File: src/rtl/mem_lsu_pkg.sv
// Shared types, op codes and helper functions for the handshaked load/store unit.
// Optional feature macro: MEM_LSU_ALIGN_EXC_EN (misaligned halfword/word ops raise
// a misalignment response instead of touching the bus).
package mem_lsu_pkg;

  localparam int REG_W   = 32;
  localparam int ALUOP_W = 8;

  // Load/store op codes presented by EX on ex_aluop.
  localparam logic [ALUOP_W-1:0] OP_LB  = 8'hE0;
  localparam logic [ALUOP_W-1:0] OP_LH  = 8'hE1;
  localparam logic [ALUOP_W-1:0] OP_LWL = 8'hE2;
  localparam logic [ALUOP_W-1:0] OP_LW  = 8'hE3;
  localparam logic [ALUOP_W-1:0] OP_LBU = 8'hE4;
  localparam logic [ALUOP_W-1:0] OP_LHU = 8'hE5;
  localparam logic [ALUOP_W-1:0] OP_LWR = 8'hE6;
  localparam logic [ALUOP_W-1:0] OP_SB  = 8'hE8;
  localparam logic [ALUOP_W-1:0] OP_SH  = 8'hE9;
  localparam logic [ALUOP_W-1:0] OP_SWL = 8'hEA;
  localparam logic [ALUOP_W-1:0] OP_SW  = 8'hEB;
  localparam logic [ALUOP_W-1:0] OP_SWR = 8'hEE;
  localparam logic [ALUOP_W-1:0] OP_LL  = 8'hF0;
  localparam logic [ALUOP_W-1:0] OP_SC  = 8'hF8;

  typedef enum logic [1:0] {
    ST_IDLE  = 2'b00,
    ST_ISSUE = 2'b01,
    ST_WAIT  = 2'b10,
    ST_RESP  = 2'b11
  } lsu_state_e;

  localparam logic [1:0] EXC_NONE     = 2'b00;
  localparam logic [1:0] EXC_MISALIGN = 2'b01;
  localparam logic [1:0] EXC_TIMEOUT  = 2'b10;

  // Stores (SC included) are posted: they finish on grant without read data.
  function automatic logic f_is_store(input logic [ALUOP_W-1:0] op);
    case (op)
      OP_SB, OP_SH, OP_SW, OP_SWL, OP_SWR, OP_SC: f_is_store = 1'b1;
      default:                                    f_is_store = 1'b0;
    endcase
  endfunction

  // Misaligned naturally-aligned ops; always clear when the feature is off.
  function automatic logic f_misalign(input logic [ALUOP_W-1:0] op, input logic [1:0] lo);
`ifdef MEM_LSU_ALIGN_EXC_EN
    case (op)
      OP_LH, OP_LHU, OP_SH:        f_misalign = lo[0];
      OP_LW, OP_LL, OP_SW, OP_SC:  f_misalign = |lo;
      default:                     f_misalign = 1'b0;
    endcase
`else
    f_misalign = (op == op) & (lo == lo) & 1'b0;
`endif
  endfunction

endpackage

File: src/rtl/mem_lane_align.sv
// Big-endian byte-lane steering: store shift/strobes and load extract/extend/merge select.
module mem_lane_align
  import mem_lsu_pkg::*;
(
  input  logic [ALUOP_W-1:0] i_op,
  input  logic [1:0]         i_lo,
  input  logic [REG_W-1:0]   i_wdata,
  input  logic [REG_W-1:0]   i_rdata,
  output logic [REG_W-1:0]   o_st_data,
  output logic [3:0]         o_st_sel,
  output logic [REG_W-1:0]   o_ld_data,
  output logic [3:0]         o_ld_sel
);

  logic [4:0]       w_sh_hi;   // (3-b)*8
  logic [4:0]       w_sh_lo;   // b*8
  logic [4:0]       w_sh_hw;   // (1-addr[1])*16
  logic [REG_W-1:0] w_rd_byte;
  logic [REG_W-1:0] w_rd_half;
  logic [7:0]       w_byte;
  logic [15:0]      w_half;

  assign w_sh_hi   = {~i_lo, 3'b000};
  assign w_sh_lo   = {i_lo, 3'b000};
  assign w_sh_hw   = {~i_lo[1], 4'b0000};
  assign w_rd_byte = i_rdata >> w_sh_hi;
  assign w_rd_half = i_rdata >> w_sh_hw;
  assign w_byte    = w_rd_byte[7:0];
  assign w_half    = w_rd_half[15:0];

  // Store data placement and byte strobes.
  always_comb begin
    o_st_data = '0;
    o_st_sel  = 4'b0000;
    case (i_op)
      OP_SB: begin
        o_st_data = i_wdata << w_sh_hi;
        o_st_sel  = 4'b0001 << (~i_lo);
      end
      OP_SH: begin
        o_st_data = i_wdata << w_sh_hw;
        o_st_sel  = i_lo[1] ? 4'b0011 : 4'b1100;
      end
      OP_SW, OP_SC: begin
        o_st_data = i_wdata;
        o_st_sel  = 4'b1111;
      end
      OP_SWL: begin
        o_st_data = i_wdata >> w_sh_lo;
        o_st_sel  = {i_lo < 2'd1, i_lo < 2'd2, i_lo < 2'd3, 1'b1};
      end
      OP_SWR: begin
        o_st_data = i_wdata << w_sh_hi;
        o_st_sel  = {1'b1, i_lo > 2'd0, i_lo > 2'd1, i_lo > 2'd2};
      end
      default: begin
        o_st_data = '0;
        o_st_sel  = 4'b0000;
      end
    endcase
  end

  // Load extraction, extension and rt merge enables.
  always_comb begin
    o_ld_data = '0;
    o_ld_sel  = 4'b1111;
    case (i_op)
      OP_LB:        o_ld_data = {{24{w_byte[7]}}, w_byte};
      OP_LBU:       o_ld_data = {24'h000000, w_byte};
      OP_LH:        o_ld_data = {{16{w_half[15]}}, w_half};
      OP_LHU:       o_ld_data = {16'h0000, w_half};
      OP_LW, OP_LL: o_ld_data = i_rdata;
      OP_LWL: begin
        o_ld_data = i_rdata << w_sh_lo;
        o_ld_sel  = {1'b1, i_lo < 2'd3, i_lo < 2'd2, i_lo < 2'd1};
      end
      OP_LWR: begin
        o_ld_data = i_rdata >> w_sh_hi;
        o_ld_sel  = {i_lo > 2'd2, i_lo > 2'd1, i_lo > 2'd0, 1'b1};
      end
      default: begin
        o_ld_data = '0;
        o_ld_sel  = 4'b0000;
      end
    endcase
  end

endmodule

File: src/rtl/mem_lsu.sv
// Handshaked load/store unit: EX valid/ready in, req/gnt/rvalid RAM port, WB valid/ready out.
// Owns the LLbit. Optional feature macro: MEM_LSU_ALIGN_EXC_EN.
module mem_lsu
  import mem_lsu_pkg::*;
#(
  parameter int AW    = 32,
  parameter int TAG_W = 5,
  parameter int TMO_W = 8
) (
  input  logic               clk,
  input  logic               rst_n,
  input  logic               ex_valid,
  output logic               ex_ready,
  input  logic [ALUOP_W-1:0] ex_aluop,
  input  logic [AW-1:0]      ex_addr,
  input  logic [REG_W-1:0]   ex_wdata,
  input  logic [TAG_W-1:0]   ex_tag,
  output logic               wb_valid,
  input  logic               wb_ready,
  output logic [REG_W-1:0]   wb_data,
  output logic [3:0]         wb_sel,
  output logic [TAG_W-1:0]   wb_tag,
  output logic [1:0]         wb_exc,
  output logic               mem_req,
  input  logic               mem_gnt,
  output logic               mem_we,
  output logic [AW-1:0]      mem_addr,
  output logic [3:0]         mem_sel,
  output logic [REG_W-1:0]   mem_wdata,
  input  logic               mem_rvalid,
  input  logic [REG_W-1:0]   mem_rdata,
  input  logic               ll_clr,
  output logic               llbit_o,
  output logic               busy
);

  lsu_state_e         r_state, w_next;
  logic [ALUOP_W-1:0] r_op;
  logic [AW-1:0]      r_addr;
  logic [REG_W-1:0]   r_wdata;
  logic [TAG_W-1:0]   r_tag;
  logic [TMO_W-1:0]   r_cnt;
  logic               r_llbit;
  logic [AW-3:0]      r_ll_word;
  logic [REG_W-1:0]   r_wb_data;
  logic [3:0]         r_wb_sel;
  logic [1:0]         r_wb_exc;

  logic               w_accept, w_ex_mis, w_ex_sc_fail, w_is_store, w_tmo;
  logic               w_st_gnt, w_ll_set, w_ll_kill;
  logic [REG_W-1:0]   w_st_data, w_ld_data;
  logic [3:0]         w_st_sel, w_ld_sel;

  mem_lane_align u_align (
    .i_op      (r_op),
    .i_lo      (r_addr[1:0]),
    .i_wdata   (r_wdata),
    .i_rdata   (mem_rdata),
    .o_st_data (w_st_data),
    .o_st_sel  (w_st_sel),
    .o_ld_data (w_ld_data),
    .o_ld_sel  (w_ld_sel)
  );

  assign w_accept     = ex_valid & ex_ready;
  assign w_ex_mis     = f_misalign(ex_aluop, ex_addr[1:0]);
  assign w_ex_sc_fail = (ex_aluop == OP_SC) & ~r_llbit;
  assign w_is_store   = f_is_store(r_op);
  assign w_tmo        = &r_cnt;
  assign w_st_gnt     = (r_state == ST_ISSUE) & mem_gnt & w_is_store;
  assign w_ll_set     = (r_state == ST_WAIT) & mem_rvalid & (r_op == OP_LL);
  assign w_ll_kill    = ll_clr | (w_st_gnt & ((r_op == OP_SC) | (r_addr[AW-1:2] == r_ll_word)));

  assign ex_ready  = (r_state == ST_IDLE);
  assign busy      = (r_state != ST_IDLE);
  assign wb_valid  = (r_state == ST_RESP);
  assign wb_data   = r_wb_data;
  assign wb_sel    = r_wb_sel;
  assign wb_exc    = r_wb_exc;
  assign wb_tag    = r_tag;
  assign mem_req   = (r_state == ST_ISSUE);
  assign mem_we    = mem_req & w_is_store;
  assign mem_addr  = {r_addr[AW-1:2], 2'b00};
  assign mem_sel   = mem_req ? w_st_sel : 4'b0000;
  assign mem_wdata = mem_req ? w_st_data : '0;
  assign llbit_o   = r_llbit;

  // State register.
  always_ff @(posedge clk or negedge rst_n) begin
    if (!rst_n) r_state <= ST_IDLE;
    else        r_state <= w_next;
  end

  // Next-state selection.
  always_comb begin
    w_next = r_state;
    case (r_state)
      ST_IDLE: begin
        if (w_accept) w_next = (w_ex_sc_fail || w_ex_mis) ? ST_RESP : ST_ISSUE;
        else          w_next = ST_IDLE;
      end
      ST_ISSUE: begin
        if (mem_gnt) w_next = w_is_store ? ST_RESP : ST_WAIT;
        else         w_next = ST_ISSUE;
      end
      ST_WAIT: begin
        if (mem_rvalid || w_tmo) w_next = ST_RESP;
        else                     w_next = ST_WAIT;
      end
      ST_RESP: begin
        if (wb_ready) w_next = ST_IDLE;
        else          w_next = ST_RESP;
      end
      default: w_next = ST_IDLE;
    endcase
  end

  // Request latch, timeout counter and WB result capture.
  always_ff @(posedge clk or negedge rst_n) begin
    if (!rst_n) begin
      r_op      <= '0;
      r_addr    <= '0;
      r_wdata   <= '0;
      r_tag     <= '0;
      r_cnt     <= '0;
      r_wb_data <= '0;
      r_wb_sel  <= 4'b0000;
      r_wb_exc  <= EXC_NONE;
    end else begin
      case (r_state)
        ST_IDLE: begin
          if (w_accept) begin
            r_op    <= ex_aluop;
            r_addr  <= ex_addr;
            r_wdata <= ex_wdata;
            r_tag   <= ex_tag;
            r_cnt   <= '0;
            if (w_ex_mis) begin
              r_wb_data <= '0;
              r_wb_sel  <= 4'b0000;
              r_wb_exc  <= EXC_MISALIGN;
            end else if (w_ex_sc_fail) begin
              r_wb_data <= '0;
              r_wb_sel  <= 4'b1111;
              r_wb_exc  <= EXC_NONE;
            end
          end
        end
        ST_ISSUE: begin
          if (w_st_gnt) begin
            r_wb_data <= (r_op == OP_SC) ? 32'd1 : 32'd0;
            r_wb_sel  <= (r_op == OP_SC) ? 4'b1111 : 4'b0000;
            r_wb_exc  <= EXC_NONE;
          end
        end
        ST_WAIT: begin
          if (mem_rvalid) begin
            r_wb_data <= w_ld_data;
            r_wb_sel  <= w_ld_sel;
            r_wb_exc  <= EXC_NONE;
          end else if (w_tmo) begin
            r_wb_data <= '0;
            r_wb_sel  <= 4'b0000;
            r_wb_exc  <= EXC_TIMEOUT;
          end else begin
            r_cnt <= r_cnt + 1'b1;
          end
        end
        default: ;
      endcase
    end
  end

  // LLbit and the word it guards; clears win over a same-cycle set.
  always_ff @(posedge clk or negedge rst_n) begin
    if (!rst_n) begin
      r_llbit   <= 1'b0;
      r_ll_word <= '0;
    end else begin
      if (w_ll_kill)     r_llbit <= 1'b0;
      else if (w_ll_set) r_llbit <= 1'b1;
      if (w_ll_set) r_ll_word <= r_addr[AW-1:2];
    end
  end

endmodule

File: config.mk
export PLATFORM = sky130hd
export DESIGN_NAME = mem_lsu
export DESIGN_NICKNAME = d
export VERILOG_FILES = /design/src/rtl/mem_lsu_pkg.sv /design/src/rtl/mem_lane_align.sv /design/src/rtl/mem_lsu.sv
export SDC_FILE = /design/constraint.sdc
export NUM_CORES = 1
export LEC_CHECK = 0
export CAP_MARGIN = 20
export CORE_MARGIN = 5
export CORE_UTILIZATION = 45
export CTS_CLUSTER_DIAMETER = 80
export DETAILED_ROUTE_END_ITERATION = 10
export GPL_TIMING_DRIVEN = 0
export HOLD_SLACK_MARGIN = 0.03
export MAX_ROUTING_LAYER = met4
export PLACE_DENSITY = 0.76
export SYNTH_ARGS = -nofsm -noshare
export SYNTH_HDL_FRONTEND = slang
export SYNTH_SLANG_ARGS = --single-unit
File: constraint.sdc
create_clock -name clk -period 7.3 [get_ports clk]
set_input_delay 0.73 -clock clk [delete_from_list [all_inputs] [get_ports clk]]
set_output_delay 0.73 -clock clk [all_outputs]
set_load 0.01 [all_outputs]
==> flow_summary.toml <==
[setup_path]
worstPathArrival_ns = 3.60
crit_type = "register to primary output"
critPathLaunchType = "register"
crit_path_end_kind = "primary output"
cp.required_ns = 6.57
path_max_fanout = 10

[logic_synthesis]
yosys.area.top_type_share_pct = 40.5
synthTopCellsByArea = "dfrtp_1 41%, mux2_2 14%, nand2_1 4.2%, mux2i_1 3.6%, a21oi_1 3.0%"
syn_area_um2 = 9570
syn_inst = 980
synth-edff-count = 0
synth_warnings = 0
synth-seq-cells = 155
async_reset_ff_share_pct = 100
synth_cell_types = 65
yosys.area.top_type = "dfrtp_1"
yosysSeqAreaShare_pct = 40.5
synthFlopType = "dfrtp_1"
avgSynthCellArea_um2 = 9.76

[clock_tree]
postCtsSetupBuffers = 0
postCtsResizedCells = 0
cts.path.max_buffers = 2
postCtsHoldBufs = 0
insertion_delay_ns = 0.44
htreeDepth = 4
cts_tree = "yes"
numCtsBuffers = 17
cts_sinks = 155
cts-root-buf = "clkbuf_16"
cts.clk_slew.worst_paths_ns = 0.08

[run]
maxCapViolations = 0

[power_and_ir_drop]
p_per_area_nw_per_um2 = 353
leakagePower_nw = 5.14
ir_drop_mv = 0.237
p_sw_share_pct = 41.7
p_sw_w = 0.00189
p_int_w = 0.00264
combPwrFrac_pct = 48.7
seqPwrFrac_pct = 31.3
clock_power_share_pct = 20.0

[drt]
drtIter0Drc = 821
drtPass1Iterations = 6
num_vias = 9047
wl_um = 32800
ant_nets = 0
wire_per_inst_um = 21.6
drc = 0
avgViaCountPerCell = 5.95

[floorplanning]
fp-row-count = 53
die_h_um = 156
coreArea_um2 = 21000
die-area_um2 = 24300
start_util_pct = 45.7
io_pins = 233
die_x_um = 156

[placed_design]
portBuffers = 229
place_ws_ns = 3.55
place_congestion = 0.994
hpwlAfterDp_um = 24400
postPlaceCellArea_um2 = 12200

[global_routing]
grt_use_total_pct = 27.6
grt_pass1_wl_um = 51400
overflow = 0
grt_max_degree = 100
grt_pass1_vias = 9088
antenna_found_initial = 0

[sta]
skew_ns = 0.0160
rsz0062_at_grt = "no"
hold_viol = 0
layout_setup_ws_ns = 2.97
max_freq_mhz = 231
setup_violations = 0
fin_crit_sh_pct = 59.3
period_needed_ns = 4.33
final_max_slew_viol_count = 0
worst_pin_slew_ns = 1.01
relSlewSlack_pct = 32.3

[layout]
stdcell_area_um2 = 12900
nets = 1353
drive_gt1_share_pct = 18.7
syn_to_final_growth_pct = 34.4
num_antenna_cells = 0

[outcome]
run_status = "finished clean"

[hold_path]
holdCritPathClass = "primary input to asynchronous set/reset pin"
## power groups by stage
stage / Sequential [W] / Combinational (W) / Clock [W]
after floorplan: 0.00133 / 0.00146 / 0
after global placement: 0.00140 / 0.00215 / 0
after detailed placement: 0.00142 / 0.00218 / 0
after CTS: 0.00140 / 0.00219 / 0.000919
after global routing: 0.00145 / 0.00238 / 0.000955
final: 0.00142 / 0.00221 / 0.000907
## registers in the layout (all words and copies together), names as in the netlist
name       flops
r_addr        32
wb_sel         4
r_op           8
r_cnt          8
wb_exc         1
r_wdata       32
llbit_o        1
r_state        2
wb_tag         5
wb_data       32
r_ll_word     30
## per-layer routing
layer | up-vias | GRT usage (%) | part of all wire (%)
li1 | 4089 | - | -
met1 | 4348 | 35.9 | 41
met2 | 525 | 42.0 | 46
met3 | 85 | 7.18 | 9.9
met4 | 0 | 9.55 | 3.4
met5 | - | - | 0
## path summary, 6_finish.rpt
kind | startpoint | to | slack (ns) | cells past startpoint
max | r_addr[1] | mem_wdata[23] | 2.97 | 9
max in group asynchronous | rst_n | r_wdata[23] | 6.15 | 2
min in group clk | wb_data[18] | wb_data[18] | 0.48 | 2
min | rst_n | wb_data[6] | 0.26 | 1
max reg2reg | r_state[0] | r_addr[5] | 4.55 | 6
min reg2reg | wb_data[18] | wb_data[18] | 0.48 | 2
## Yosys cell counts, types with 14 or more instances
cell type / number
mux2i_1: 34
mux2_2: 123
a22oi_1: 18
nor2_1: 61
o21ai_0: 55
buf_4: 34
clkbuf_1: 28
a221oi_1: 24
buf_2: 20
a21oi_1: 58
nand2_1: 106
xnor2_1: 23
nand3_1: 16
a221o_1: 20
a22o_1: 14
dfrtp_1: 155
## worst max-delay path, stage by stage, from the launching register on
cell and delay, ns:
dfrtp_1 0.45, buf_2 0.27, buf_2 0.30, buf_2 0.37
clkbuf_1 0.51, nand2_1 0.15, a21oi_1 0.18, a31oi_1 0.06
o22ai_1 0.28, clkdlybuf4s50_1 0.60
## per-stage QoR
step           hold WS (ns)  cells  utilization (%)  power (W)  setup TNS [ns]
3_3_place_gp          0.462   1486             58.3    0.00355         -137.89
3_5_place_dp          0.472   1488             58.4    0.00359               0
4_1_cts               0.281   1520             61.4    0.00452               0
5_1_grt               0.304   1520             61.4    0.00479               0
2_1_floorplan         0.434    982                -    0.00280               0
6_report              0.261   1520             61.4    0.00453               0
## layout make-up
cell class | instances | area (um^2)
Tap cell | 275 | 344
Clock buffer | 17 | 425
Inverter | 10 | 37.5
Timing Repair Buffer | 231 | 2330
Clock inverter | 15 | 191
Multi-Input combinational cell | 718 | 5100
Sequential cell | 155 | 3880
Fill cell | 1802 | 8090
Buffer | 99 | 554
## cells in the final DEF, fill, tap and decap left out, drive strengths merged, types with 5 or more instances in the layout
master	instances
o21ai	64
a22o	14
nor2	63
and3	6
a221oi	24
clkdlybuf4s50	228
clkinv	10
o211ai	8
nand2	106
clkbuf	45
a221o	20
nor4	6
nand2b	5
ha	5
inv	15
dfrtp	155
nor2b	13
mux2i	34
nand4	7
or2	8
a31oi	10
xor2	12
mux2	123
a211oi	9
a21oi	58
o22ai	14
nand3	16
xnor2	23
a22oi	18
nor3	13
buf	74
## cells by family (layout without fill, tap and decap cells)
logic type                 after synthesis  count (layout)  share of synthesized area [%]
buffers and inverters                  109             372                           6.19
and+or+nand+nor                        260             260                           12.9
muxes                                  157             157                           18.0
adders and majority gates                5               5                          0.654
xor gates and xnor gates                35              35                           3.20
other                                    1               3                         0.0392
AOI/OAI and AO/OA                      258             258                           18.4
DFF                                    155             155                           40.5
Power figures use the tool's default switching activity.
